<file path="src/rtl/turnstile_fare_ctrl.sv">
// Fare-collecting turnstile: accumulates coin credit, unlocks at FARE, deducts per pass, relocks on idle.
// Optional build macro TURNSTILE_REFUND_EN adds a refund request/return path.
module turnstile_fare_ctrl #(
  parameter int VALUE_W        = 4,
  parameter int CREDIT_W       = 8,
  parameter int FARE           = 3,
  parameter int TIMEOUT_CYCLES = 1000,
  parameter int COUNT_W        = 16
) (
  input  logic                i_Clk,
  input  logic                i_Reset,
  input  logic                i_Coin_Valid,
  input  logic [VALUE_W-1:0]  i_Coin_Value,
  input  logic                i_Push,
`ifdef TURNSTILE_REFUND_EN
  input  logic                i_Refund,
  output logic                o_Refund_Valid,
  output logic [CREDIT_W-1:0] o_Refund_Value,
`endif
  output logic                o_Locked,
  output logic [CREDIT_W-1:0] o_Credit,
  output logic [COUNT_W-1:0]  o_Pass_Count,
  output logic                o_Alarm,
  output logic                o_Coin_Reject,
  output logic                o_Timeout
);

  localparam int SUM_W = CREDIT_W + 1;
  localparam int TMR_W = (TIMEOUT_CYCLES > 2) ? $clog2(TIMEOUT_CYCLES) : 1;
  localparam logic [CREDIT_W-1:0] FARE_C   = CREDIT_W'(FARE);
  localparam logic [TMR_W-1:0]    TMO_LAST = TMR_W'(TIMEOUT_CYCLES - 1);

  typedef enum logic {LOCKED = 1'b0, UNLOCKED = 1'b1} state_t;

  state_t                state_q, state_d;
  logic [CREDIT_W-1:0]   credit_q, credit_d;
  logic [COUNT_W-1:0]    count_q, count_d;
  logic [TMR_W-1:0]      timer_q, timer_d;
  logic                  push_prev_q;
  logic                  alarm_q, alarm_d;
  logic                  reject_q, reject_d;
  logic                  timeout_q, timeout_d;
`ifdef TURNSTILE_REFUND_EN
  logic                  refund_vld_q, refund_vld_d;
  logic [CREDIT_W-1:0]   refund_val_q, refund_val_d;
`endif

  logic                  push_evt;
  logic                  idle;
  logic [CREDIT_W-1:0]   credit_pc;
  logic [SUM_W-1:0]      coin_sum;

  // Sum carried one bit wider than the credit so an overflow is visible instead of wrapping.
  function automatic logic [SUM_W-1:0] add_coin(input logic [CREDIT_W-1:0] credit,
                                                input logic [VALUE_W-1:0]  value);
    add_coin = {1'b0, credit} + SUM_W'(value);
  endfunction

  function automatic logic coin_overflows(input logic [SUM_W-1:0] sum);
    coin_overflows = sum[SUM_W-1];
  endfunction

  assign push_evt = i_Push & ~push_prev_q;

  always_ff @(posedge i_Clk) begin
    if (i_Reset) begin
      state_q      <= LOCKED;
      credit_q     <= '0;
      count_q      <= '0;
      timer_q      <= '0;
      push_prev_q  <= 1'b1;
      alarm_q      <= 1'b0;
      reject_q     <= 1'b0;
      timeout_q    <= 1'b0;
`ifdef TURNSTILE_REFUND_EN
      refund_vld_q <= 1'b0;
      refund_val_q <= '0;
`endif
    end else begin
      state_q      <= state_d;
      credit_q     <= credit_d;
      count_q      <= count_d;
      timer_q      <= timer_d;
      push_prev_q  <= i_Push;
      alarm_q      <= alarm_d;
      reject_q     <= reject_d;
      timeout_q    <= timeout_d;
`ifdef TURNSTILE_REFUND_EN
      refund_vld_q <= refund_vld_d;
      refund_val_q <= refund_val_d;
`endif
    end
  end

  always_comb begin
    state_d   = state_q;
    count_d   = count_q;
    timer_d   = '0;
    alarm_d   = 1'b0;
    reject_d  = 1'b0;
    timeout_d = 1'b0;
    credit_pc = credit_q;
    idle      = 1'b0;
`ifdef TURNSTILE_REFUND_EN
    refund_vld_d = 1'b0;
    refund_val_d = '0;
`endif

    // Push first: an unlocked state guarantees credit >= FARE, so the subtraction cannot underflow.
    case (state_q)
      UNLOCKED: begin
        if (push_evt) begin
          credit_pc = credit_q - FARE_C;
          count_d   = count_q + COUNT_W'(1);
        end
        idle = ~push_evt & ~i_Coin_Valid;
      end
      default: begin
        if (push_evt) alarm_d = 1'b1;
      end
    endcase

    coin_sum = add_coin(credit_pc, i_Coin_Value);
    if (i_Coin_Valid) begin
      if (coin_overflows(coin_sum)) reject_d = 1'b1;
      else                          credit_pc = coin_sum[CREDIT_W-1:0];
    end
    credit_d = credit_pc;

    if (idle) begin
      if (timer_q == TMO_LAST) begin
        timeout_d = 1'b1;
        credit_d  = '0;
      end else begin
        timer_d = timer_q + TMR_W'(1);
      end
    end

`ifdef TURNSTILE_REFUND_EN
    // Timeout returns the credit instead of forfeiting it; an explicit request does the same.
    if (timeout_d) begin
      refund_vld_d = 1'b1;
      refund_val_d = credit_pc;
    end else if (i_Refund && (credit_pc != '0)) begin
      refund_vld_d = 1'b1;
      refund_val_d = credit_pc;
      credit_d     = '0;
    end
`endif

    state_d = (credit_d >= FARE_C) ? UNLOCKED : LOCKED;
    if (state_d == LOCKED) timer_d = '0;
  end

  assign o_Locked      = (state_q == LOCKED);
  assign o_Credit      = credit_q;
  assign o_Pass_Count  = count_q;
  assign o_Alarm       = alarm_q;
  assign o_Coin_Reject = reject_q;
  assign o_Timeout     = timeout_q;
`ifdef TURNSTILE_REFUND_EN
  assign o_Refund_Valid = refund_vld_q;
  assign o_Refund_Value = refund_val_q;
`endif

endmodule

</file>
<file path="config.mk">
export PLATFORM = sky130hd
export DESIGN_NAME = turnstile_fare_ctrl
export DESIGN_NICKNAME = d
export VERILOG_FILES = /design/src/rtl/turnstile_fare_ctrl.sv
export SDC_FILE = /design/constraint.sdc
export NUM_CORES = 1
export LEC_CHECK = 0
export CAP_MARGIN = 20
export CORE_MARGIN = 3
export CORE_UTILIZATION = 51
export DETAILED_ROUTE_END_ITERATION = 6
export PLACE_DENSITY = 0.77
export SYNTH_ARGS = -nofsm -noshare
export SYNTH_HDL_FRONTEND = slang
export SYNTH_SLANG_ARGS = --single-unit
</file>
<file path="constraint.sdc">
create_clock -name i_Clk -period 12.9 [get_ports i_Clk]
set_clock_uncertainty 0.05 [all_clocks]
set_input_delay 3.225 -clock i_Clk [delete_from_list [all_inputs] [get_ports i_Clk]]
set_output_delay 3.225 -clock i_Clk [all_outputs]
set_load 0.03 [all_outputs]
</file>
## Yosys cells after proc, flatten, opt, wreduce, memory -nomap -nowiden

Index checks and enable logic that the tools add are counted.

| word-level totals | value |
|---|---|
| memory bits (writable) | 0 |
| memory bits (read-only) | 0 |
| memories | 0 |
| input port bits | 8 |
| word-level logic and storage cells | 38 |
| flip-flop bits (word level) | 39 |
| output and inout port bits | 28 |
| bits in latches | 0 |

| cells by class | value |
|---|---|
| equal/unequal tests | 1 |
| div/mod/pow operators | 0 |
| magnitude comparators | 1 |
| $mul | 0 |
| bitwise operators | 8 |
| shifts and indexed selects | 0 |
| reduce and logical (&&, ||, !) cells | 5 |
| $add $sub $neg | 4 |
| muxes and demuxes | 11 |

Operator list:

| cell | number |
|---|---|
| 8-bit 2-to-1 mux | 6 |
| 16-bit by 1-bit adder with 16-bit output, second input constant | 1 |
| 10-bit by 1-bit adder with 10-bit output, second input constant | 1 |
| 10-bit == test, second input constant | 1 |
| 8-bit by 4-bit adder with 9-bit output | 1 |
| 8-bit by 2-bit >= comparator with 1-bit output, second input constant | 1 |
| 8-bit by 2-bit subtractor with 8-bit output, second input constant | 1 |
| 1-bit inverter | 6 |
| 2-bit OR reduction | 3 |
| 1-bit 2-to-1 mux | 5 |
| 4-bit OR reduction | 1 |
| 1-bit AND | 2 |
| 2-bit AND reduction | 1 |

## Logic depth before layout (Yosys ltp)

| depth | value |
|---|---|
| depth in word-level cells | 13 |
| mapped depth | 14 |

## Worst setup path before layout

No wires, ideal clock.

| path | value |
|---|---|
| path kind | input port to flip-flop |
| from | input i_Push |
| to | register timer_q[3] |
| arrival time | 6.149 ns |
| stages | 14 |
| slack | 6.613 ns |
| path buffers | 3 |
| library setup time | 0.088 ns |
| data required time | 12.762 ns |
| cell sequence | and3b_1 > buf_2 > clkbuf_1 > xor2_1 > ha_1 > fa_1 > a21o_1 > a21oi_1 > nand2b_1 > o21ba_2 > mux2_2 > and4_4 > buf_6 > nor4_4 |

| on the way | value |
|---|---|
| cells in the longest elaborated chain, start to end | 12 |
| elaborated cells on any way between the ends | 16 |
| those cells by class | add/sub (1); order compare (1); mux (8); bitwise (5); reduce/logical (1) |

RTL lines:

| item | RTL line | text |
|---|---|---|
| start, declared | 14 | `input logic i_Push,` |
| 1-bit AND * | 63 | `assign push_evt = i_Push & ~push_prev_q;` |
| 8-bit 2-to-1 mux | 112 | `if (push_evt) begin` |
| 8-bit 2-to-1 mux | 110 | `case (state_q)` |
| 8-bit by 4-bit adder with 9-bit output | 56 | `add_coin = {1'b0, credit} + SUM_W'(value);` |
| 8-bit 2-to-1 mux | 125 | `if (coin_overflows(coin_sum)) reject_d = 1'b1;` |
| 8-bit 2-to-1 mux | 124 | `if (i_Coin_Valid) begin` |
| 8-bit 2-to-1 mux | 131 | `if (timer_q == TMO_LAST) begin` |
| 8-bit 2-to-1 mux | 130 | `if (idle) begin` |
| 8-bit by 2-bit >= comparator with 1-bit output | 151 | `state_d = (credit_d >= FARE_C) ? UNLOCKED : LOCKED;` |
| 1-bit 2-to-1 mux | 151 |  |
| 1-bit inverter (no line) | n/a |  |
| 4-bit OR reduction (no line) * | n/a |  |
| end signal, assigned | 83 | `timer_q <= timer_d;` |
| end, declared | 38 | `logic [TMR_W-1:0] timer_q, timer_d;` |

Every way passes the cells marked *; elsewhere a longest branch is shown, timed or not.
A chain may end at the register's enable or synchronous reset.

## Final worst setup path

| path | value |
|---|---|
| from | input i_Push |
| to | register timer_q[1] |

The elaborated chain is that of the path after synthesis.

==> results.yml <==
run_status:
  status: "finished clean"
floorplan:
  initial_utilization_pct: 55.0
  core.rowCount: 22
  die_w_um: 70.2
  ios: 36
  coreArea_mm2: 0.00383
  dieArea_mm2: 0.00493
  die_h_um: 70.2
routing:
  routedWlPerCell_um: 13.6
  drt-vias-per-instance: 5.57
  first_pass_iters: 4
  drc_errors: 0
  num_vias: 1815
  wirelength_mm: 4.45
  drt-initial-drc-count: 77
  postRouteAntennaNets: 0
layout:
  drive_gt1_share_pct: 6.12
  areaGrowthSynthToFinish_pct: 22.2
  final_nets: 293
  fin_util_pct: 67.2
  n_antenna_cell: 0
timing:
  worst_pin_slew_ns: 0.784
  fin_crit_ns: 6.61
  drv_slew: 0
  hold_viol_final: 0
  setup_viol: 0
  fin_crit_sh_pct: 51.2
  tns_ns: 0
  rsz0062_at_grt: "no"
  max_freq_ghz: 0.151
  slew-limit-headroom_pct: 47.6
grt:
  grt_pass1_wl_mm: 7.78
  grtUsageTotal_pct: 19.6
  grt_max_degree: 22
  grt_pass1_vias: 1786
  use_met3_pct: 6.19
  met1_usage_pct: 23.2
  overflow: 0
  antenna_found_initial: 0
  top_usage_layer: "met2"
  gr-usage-met2_pct: 32.6
clock_network:
  clockBufferDepth: 2
  hold_buffers: 0
  cts-root-buf: "clkbuf_8"
  cts_buffers: 5
  htreeDepth: 2
  cts_tree: "built"
  clk_latency_ns: 0.30
  postCtsSetupBuffers: 0
  cts.sink_count: 39
  cts.repair.resized: 0
  clkTransAtPathRegs_ns: 0.08
worst_setup_path:
  worst_ep_arrival_time_ns: 6.76
  cp-start-kind: "primary input"
  cp_data_required_time_ns: 13.06
  end_kind: "register"
  worstSetupPathType: "primary input to register"
  crit_fanout: 16
worst_hold_path:
  min_path_type: "register to register"
power:
  p_total_w: 0.000319
  vdd_drop_max_mv: 0.0775
  p_leak_nw: 0.930
  powerDensity_mw_per_mm2: 124
yosys:
  syn_avg_cell_area_um2: 8.73
  netlist_area_mm2: 0.00210
  syn-num-nets: 257
  yosysWarnings: 0
  synth.distinct_cells: 44
  synth_flop_cell: "dfxtp_1"
  yosysSeqAreaShare_pct: 37.1
  synth-async-reset-ratio_pct: 0
  synth_seq_cells: 39
  synth_cells: 241
  synth-edff-count: 0
place:
  dpl.hpwl_mm: 3.28
  io_buffers: 35
  gp_congestion: 0.880
run:
  max_cap_violations: 0
## flip-flops by register name (all words and copies together), names as in the netlist
signal,count
o_Pass_Count,16
timer_q,10
o_Credit,8
o_Coin_Reject,1
state_q,1
push_prev_q,1
o_Timeout,1
o_Alarm,1
## per-stage QoR
stage	hold WS [ns]	setup WS (ns)	instances	instance area, um2
after global placement	0.406	6.07	318	2480
after global routing	0.439	6.06	326	2570
after floorplan	0.364	6.61	241	2100
after CTS	0.409	6.29	326	2570
final	0.421	6.29	326	2570
after detailed placement	0.400	5.99	318	2480
## synthesized netlist by cell type, types with 2 or more instances
cell,count,area [um2]
nor2_1,32,120
ha_1,7,87.6
and3b_1,2,17.5
dfxtp_1,39,781
inv_1,3,11.3
and3_1,4,25.0
nor4_1,2,12.5
mux2i_1,6,60.1
xnor2_1,14,123
a21oi_1,7,35.0
clkbuf_1,4,15.0
nor4b_1,2,17.5
a21o_1,4,30.0
xor2_1,19,166
nand2b_1,5,31.3
nor3_1,11,55.1
nand2_1,25,93.8
and2_1,2,12.5
nand4_1,7,43.8
or2_2,2,12.5
o21ai_0,5,25.0
buf_2,2,10.0
nor3b_1,2,15.0
or3_1,3,18.8
a31oi_1,4,25.0
or4_1,2,15.0
nand3_1,9,45.0
## layer usage
layer  up-vias  wire length [um]
met5         -                 0
li1        913                 -
met3         9               185
met4         0                85
met2        32              2090
met1       861              2080
## final timing paths
path / start / end / slack, ns / cells past startpoint
worst max-delay path: i_Push / timer_q[1] / 6.29 / 12
worst min-delay path: state_q / o_Alarm / 0.42 / 1
worst max register to register: push_prev_q / timer_q[1] / 9.36 / 11
worst min register to register: state_q / o_Alarm / 0.42 / 1
## worst max-delay path, stage by stage
cell	delay, ns
clkdlybuf4s50_1	0.50
and3b_1	0.50
xor2_1	0.17
ha_1	0.25
fa_1	0.43
a21o_1	0.20
a21oi_1	0.31
nand2b_1	0.23
o21ba_2	0.18
mux2_2	0.27
and4_4	0.21
nor4b_1	0.29
## layout make-up
| type | count | area (um2) |
|---|---|---|
| clock inverters | 2 | 12.5 |
| clock buffers | 6 | 72.6 |
| fillers | 331 | 1260 |
| multi-input cells | 192 | 1270 |
| inverters | 3 | 11.3 |
| flip-flops and latches | 39 | 781 |
| repair buffers | 36 | 358 |
| well taps | 48 | 60.1 |
## cells by family after synthesis
group	count (synthesis)	synth area share [%]
flops	39	37.1
xor+xnor	33	13.7
buf+inv	10	2.26
simple gates	115	28.3
compound gates	29	10.1
mux	7	3.39
fa+ha+maj	8	5.12
## report_power, final
group	internal (W)	switching, W
clock network	0.0000378	0.0000450
registers	0.000126	0.0000104
logic	0.0000412	0.0000583
total	0.000205	0.000114
## cells in the final DEF (no fill, tap or decap), drive strengths merged, types with 7 or more instances in the layout
cell type,netlist,routed
dfxtp,39,39
clkdlybuf4s50,0,35
nor2,32,32
nand2,25,25
xor2,19,19
xnor2,14,14
nor3,11,11
nand3,9,9
a21oi,8,8
nand4,7,7
ha,7,7
Note: power is estimated with default switching activity, not from simulation.
